## src/rtl/buzzer_scheduler.sv

```systemverilog
// Four-source buzzer sound-effect scheduler: fixed-priority grant,
// two-note pattern (tone, gap, tone an octave up) with its own tone divider.
module buzzer_scheduler #(
   parameter int unsigned WIDTH    = 24,
   parameter int unsigned HP0      = 95420,
   parameter int unsigned HP1      = 85034,
   parameter int unsigned HP2      = 75758,
   parameter int unsigned HP3      = 63776,
   parameter int unsigned NOTE_CYC = 5000000,
   parameter int unsigned GAP_CYC  = 1000000
) (
   input  logic       clk,
   input  logic       rst,
   input  logic [3:0] req,
   input  logic       mute,
   output logic       buzzer,
   output logic       busy,
   output logic [1:0] active_id,
   output logic [3:0] pending,
   output logic       done
);

   typedef enum logic [1:0] {IDLE, NOTE1, GAP, NOTE2} state_e;

   localparam logic [WIDTH-1:0] ONE     = WIDTH'(1);
   localparam logic [WIDTH-1:0] HP0_W   = WIDTH'(HP0);
   localparam logic [WIDTH-1:0] HP1_W   = WIDTH'(HP1);
   localparam logic [WIDTH-1:0] HP2_W   = WIDTH'(HP2);
   localparam logic [WIDTH-1:0] HP3_W   = WIDTH'(HP3);
   localparam logic [WIDTH-1:0] NOTE_M1 = WIDTH'(NOTE_CYC - 1);
   localparam logic [WIDTH-1:0] GAP_M1  = WIDTH'(GAP_CYC - 1);

   state_e           state_q, state_d;
   logic [WIDTH-1:0] dcnt_q, dcnt_d;
   logic [WIDTH-1:0] hcnt_q, hcnt_d;
   logic             tone_q, tone_d;
   logic             buz_q, buz_d;
   logic             done_q, done_d;
   logic [3:0]       pend_q, pend_d;
   logic [1:0]       id_q, id_d;

   logic [3:0]       clr;
   logic [1:0]       gsel;
   logic [WIDTH-1:0] hp_base, hp, hp_eff, plen_m1;
   logic             note_d;

   always_comb begin
      gsel = 2'd3;
      if (pend_q[0])      gsel = 2'd0;
      else if (pend_q[1]) gsel = 2'd1;
      else if (pend_q[2]) gsel = 2'd2;
   end

   always_comb begin
      case (id_q)
         2'd0:    hp_base = HP0_W;
         2'd1:    hp_base = HP1_W;
         2'd2:    hp_base = HP2_W;
         default: hp_base = HP3_W;
      endcase
      hp      = (state_q == NOTE2) ? (hp_base >> 1) : hp_base;
      hp_eff  = (hp == '0) ? ONE : hp;
      plen_m1 = (state_q == GAP) ? GAP_M1 : NOTE_M1;
   end

   always_comb begin
      state_d = state_q;
      dcnt_d  = dcnt_q + ONE;
      id_d    = id_q;
      clr     = 4'b0000;
      done_d  = 1'b0;
      unique case (state_q)
         IDLE: begin
            dcnt_d = '0;
            if (pend_q != 4'b0000) begin
               state_d = NOTE1;
               id_d    = gsel;
               clr     = 4'b0001 << gsel;
            end
         end
         NOTE1: begin
            if (dcnt_q == plen_m1) begin
               state_d = GAP;
               dcnt_d  = '0;
            end
         end
         GAP: begin
            if (dcnt_q == plen_m1) begin
               state_d = NOTE2;
               dcnt_d  = '0;
            end
         end
         NOTE2: begin
            if (dcnt_q == plen_m1) begin
               state_d = IDLE;
               dcnt_d  = '0;
               done_d  = 1'b1;
            end
         end
      endcase
      pend_d = (pend_q & ~clr) | req;
   end

   // Tone restarts from zero on every note entry; held at zero otherwise.
   always_comb begin
      note_d = (state_d == NOTE1) || (state_d == NOTE2);
      hcnt_d = '0;
      tone_d = 1'b0;
      if (note_d && (state_d == state_q)) begin
         if (hcnt_q >= hp_eff - ONE) begin
            hcnt_d = '0;
            tone_d = ~tone_q;
         end else begin
            hcnt_d = hcnt_q + ONE;
            tone_d = tone_q;
         end
      end
      buz_d = tone_q & ~mute & note_d;
   end

   always_ff @(posedge clk or posedge rst) begin
      if (rst) begin
         state_q <= IDLE;
         dcnt_q  <= '0;
         hcnt_q  <= '0;
         tone_q  <= 1'b0;
         buz_q   <= 1'b0;
         done_q  <= 1'b0;
         pend_q  <= 4'b0000;
         id_q    <= 2'd0;
      end else begin
         state_q <= state_d;
         dcnt_q  <= dcnt_d;
         hcnt_q  <= hcnt_d;
         tone_q  <= tone_d;
         buz_q   <= buz_d;
         done_q  <= done_d;
         pend_q  <= pend_d;
         id_q    <= id_d;
      end
   end

   assign buzzer    = buz_q;
   assign busy      = (state_q != IDLE);
   assign active_id = id_q;
   assign pending   = pend_q;
   assign done      = done_q;

endmodule

```

## config.mk

```make
export PLATFORM = sky130hd
export DESIGN_NAME = buzzer_scheduler
export DESIGN_NICKNAME = d
export VERILOG_FILES = /design/src/rtl/buzzer_scheduler.sv
export SDC_FILE = /design/constraint.sdc
export NUM_CORES = 1
export LEC_CHECK = 0
export CORE_AREA = 3 3 120 122
export CTS_BUF_LIST = sky130_fd_sc_hd__clkbuf_8
export DETAILED_ROUTE_END_ITERATION = 7
export DIE_AREA = 0 0 123 125
export PLACE_DENSITY_LB_ADDON = 0.12
export SETUP_SLACK_MARGIN = 0.3
export SYNTH_ARGS = -nofsm -noshare
export SYNTH_HDL_FRONTEND = slang
export SYNTH_SLANG_ARGS = --single-unit
```

## constraint.sdc

```tcl
create_clock -name clk -period 2.6 [get_ports clk]
set_input_delay 0.39 -clock clk [delete_from_list [all_inputs] [get_ports clk]]
set_output_delay 0.39 -clock clk [all_outputs]
set_load 0.1 [all_outputs]
```

==> flow_summary.toml <==
[power_and_ir_drop]
power.internal_mw = 1.558
p_seq_frac = 0.464
leakagePower_nw = 1.846
switching_share = 0.2272
ir_drop_v = 0.0001881
power.share.combinational = 0.058
p_per_area_nw_per_um2 = 473.5
power.switching_mw = 0.4581
pwr-share-clk = 0.478

[status]
run_status = "complete, no violations"

[flow_run]
cap_violations = 0

[logic_synthesis]
synthArstFlopShare = 1.000
netlist_area_um2 = 3349
average_instance_area_after_synthesis_um2 = 9.681
ys_types = 47
synth_edf_count = 0
netlist_instances = 346
synth-warning-count = 0
yosys_most_used_dff = "dfrtp_1"
ys_seq_elements = 59
yosysSeqAreaShare = 0.4408

[placement]
numPortBuffers = 15
gp_congestion = 0.7733
hpwlAfterDp_mm = 5.301
dpl-instance-area_um2 = 3811

[die]
core.rowCount = 42
design.core.area_um2 = 13300
floorplan.die_area_um2 = 15380
die_height_um = 125
starting_density_of_the_core = 0.2519
io_pins = 16
dieWidth_um = 123

[clocking]
number_of_sinks_on_the_clock_net = 59
clkTransAtPathRegs_ps = 80
tritoncts = "yes"
htreeDepth = 3
clock-root-buffer = "clkbuf_8"
cts_inserted_buffers = 9
clock_insertion_delay_worst_skew_ps = 340
cts-root-to-sink-buffers = 2

[sta]
drv_slew = 0
rsz_0062_raised_after_global_routing = "yes"
timing_hold_violations_final = 0
period_minus_slack_ps = 2591
clock.fmax_mhz = 385.9
clock_skew_ps = 13.68
final.period_utilization = 0.9966
setup_viol = 0

[critical_path]
crit_path_cell_trace = "buf_6 -> ha_4 -> nor2_4 -> nor3_2 -> a21oi_1 -> ha_1 -> ha_1 -> a211oi_2 -> o211ai_1 -> o211ai_1 -> buf_4 -> nand3_4 -> clkbuf_16 -> nor2_1"
rrSetupSlack_ps = 9
cp_slowest_cell = "dfrtp_2"
cp_num_buf_inv = 3
path_delay_family = "adder cells"
critPathArrivalTime_ps = 2860
endpoint_kind = "flip-flop"
path_class = "reg2reg"
critical-path-max-stage-delay_ps = 460
startpoint_type_of_the_worst_setup_path = "flip-flop"
worst-path-max-fanout = 5
required_ps = 2870

[routing]
drtIter0Drc = 66
via_count = 2504
detail-route-antenna-nets = 0
route.detailed.drc = 0
dr.pass1.iters = 5
drt-wirelength-per-cell_um = 13.19
avgViaCountPerCell = 4.370
route.final.wire_length_mm = 7.556

[min_path]
worst_hold_path_class = "in2async"

[grt]
first_global_vias = 2522
global_route.usage.total = 0.1055
number_of_antenna_violations_at_the_first_check_in_global_routing = 0
grt_max_degree = 33
grt_first_pass_wirelength_mm = 12.85
globalRouteOverflowTotal = 0

[cells_and_area]
layout.filler_cells = 1401
drive_gt1_frac = 0.2015
finalInstanceArea_um2 = 4258
nets = 427
flow.area_growth_from_synthesis_pct = 27.12
post-route-util = 0.3203
n_antenna_cell = 0
-- power by group through the flow --
| stage | Combinational [mW] | Sequential [mW] | Clock (mW) |
|---|---|---|---|
| floorplan | 0.0470 | 0.980 | 0 |
| global placement | 0.116 | 0.952 | 0 |
| detailed placement | 0.116 | 0.952 | 0 |
| finish | 0.118 | 0.935 | 0.963 |
| global route | 0.132 | 0.936 | 1.05 |
| CTS | 0.117 | 0.934 | 0.997 |
-- registers in the layout, indices dropped and copies added, names as in the netlist --
signal and flops:
tone_q 1, hcnt_q 24, active_id 2, dcnt_q 24
done 1, state_q 2, pending 4, buzzer 1
-- worst paths after layout --
kind,start,endpoint,depth (start not counted)
worst min-delay path,rst,dcnt_q[3]$_DFF_PP0_,2
worst max-delay path,active_id[1]$_DFFE_PP0P_,hcnt_q[12]$_DFF_PP0_,14
min in group clk,dcnt_q[0]$_DFF_PP0_,dcnt_q[0]$_DFF_PP0_,1
worst min register to register,dcnt_q[0]$_DFF_PP0_,dcnt_q[0]$_DFF_PP0_,1
worst max register to register,active_id[1]$_DFFE_PP0P_,hcnt_q[12]$_DFF_PP0_,14
max in group asynchronous,rst,hcnt_q[9]$_DFF_PP0_,3
-- cell families (layout without fill, tap and decap cells) --
| family | count (synthesis) | count (layout) | synth area share |
|---|---|---|---|
| simple gates | 152 | 152 | 0.2271 |
| flops | 59 | 59 | 0.4408 |
| xor+xnor | 42 | 42 | 0.1098 |
| compound gates | 37 | 37 | 0.07210 |
| fa+ha+maj | 28 | 28 | 0.1046 |
| buf+inv | 23 | 70 | 0.03362 |
| mux | 3 | 3 | 0.009712 |
| other cells | 2 | 6 | 0.002242 |
-- layout make-up --
cell class	instances	area [µm²]	area share
clock buffers	11	151.4	0.03556
clock inverters	5	75.07	0.01763
inverters	16	70.07	0.01646
multi-input cells	268	1878	0.4411
flip-flops and latches	59	1479	0.3473
well taps	176	220.2	0.05172
repair buffers	38	384.1	0.09021
-- placed cells by master (no fill, tap or decap), types with 3 or more instances in the layout --
cell / n
nand4_1: 6
clkinv_2: 3
a21o_1: 3
conb_1: 6
buf_12: 3
nor2b_1: 3
ha_4: 4
nor4_1: 3
o21ai_0: 13
nor2_1: 60
clkbuf_8: 11
ha_1: 24
nand3_1: 21
nand2_1: 19
and3_1: 7
dfrtp_1: 57
nand2b_1: 6
xor2_1: 25
xnor2_1: 17
clkdlybuf4s50_1: 6
a21oi_1: 9
buf_4: 24
buf_6: 3
inv_1: 11
-- through the flow --
step	setup WS (ps)	hold slack (ps)	power [mW]	TNS, ps	cells
final	8.823	293.0	2.016	0	573
after global routing	-155.4	303.1	2.116	-2647	573
after CTS	21.95	284.5	2.048	0	567
after detailed placement	-37.35	485.6	1.068	-194.5	544
after global placement	-3.140	463.9	1.069	-3.140	544
after floorplan	-176.7	442.1	1.027	-2282	350
-- cell usage after synthesis, types with 2 or more instances --
cell type / number / area (µm²)
and2_2: 2 / 15.01
buf_6: 3 / 33.78
o21a_1: 2 / 15.01
and4_1: 2 / 17.52
a21o_1: 3 / 22.52
mux2_2: 2 / 22.52
o21ai_0: 14 / 70.07
xnor2_1: 17 / 148.9
nor2b_1: 3 / 18.77
inv_1: 15 / 56.30
xor2_1: 25 / 219.0
and3_1: 8 / 50.05
nor3_1: 3 / 15.01
a211oi_1: 2 / 15.01
nor3b_1: 2 / 15.01
and3_2: 2 / 15.01
nand4_1: 6 / 37.54
clkbuf_1: 3 / 11.26
nand4b_1: 2 / 17.52
nand3_1: 21 / 105.1
a21oi_1: 9 / 45.04
nor2_1: 62 / 232.7
nand2b_1: 6 / 37.54
nand2_1: 19 / 71.32
o211ai_1: 2 / 15.01
nor4_1: 4 / 25.02
dfrtp_1: 59 / 1476
conb_1: 2 / 7.510
ha_1: 28 / 350.3
-- routing by layer --
metal,global-route usage,wire length (µm),up-vias
met4,0.04104,126,0
met3,0.02800,241,7
met2,0.1515,3273,36
met1,0.1507,3915,1206
met5,0,0,-
li1,-,-,1255
-- repair_timing --
action                     in CTS  in global routing
resized for setup               5                 15
hold buffers                    0                  0
pin swaps                       6                  8
buffers inserted                7                  3
cloned                          0                  3
setup endpoints to repair      20                 45
Power figures use the tool's default switching activity.
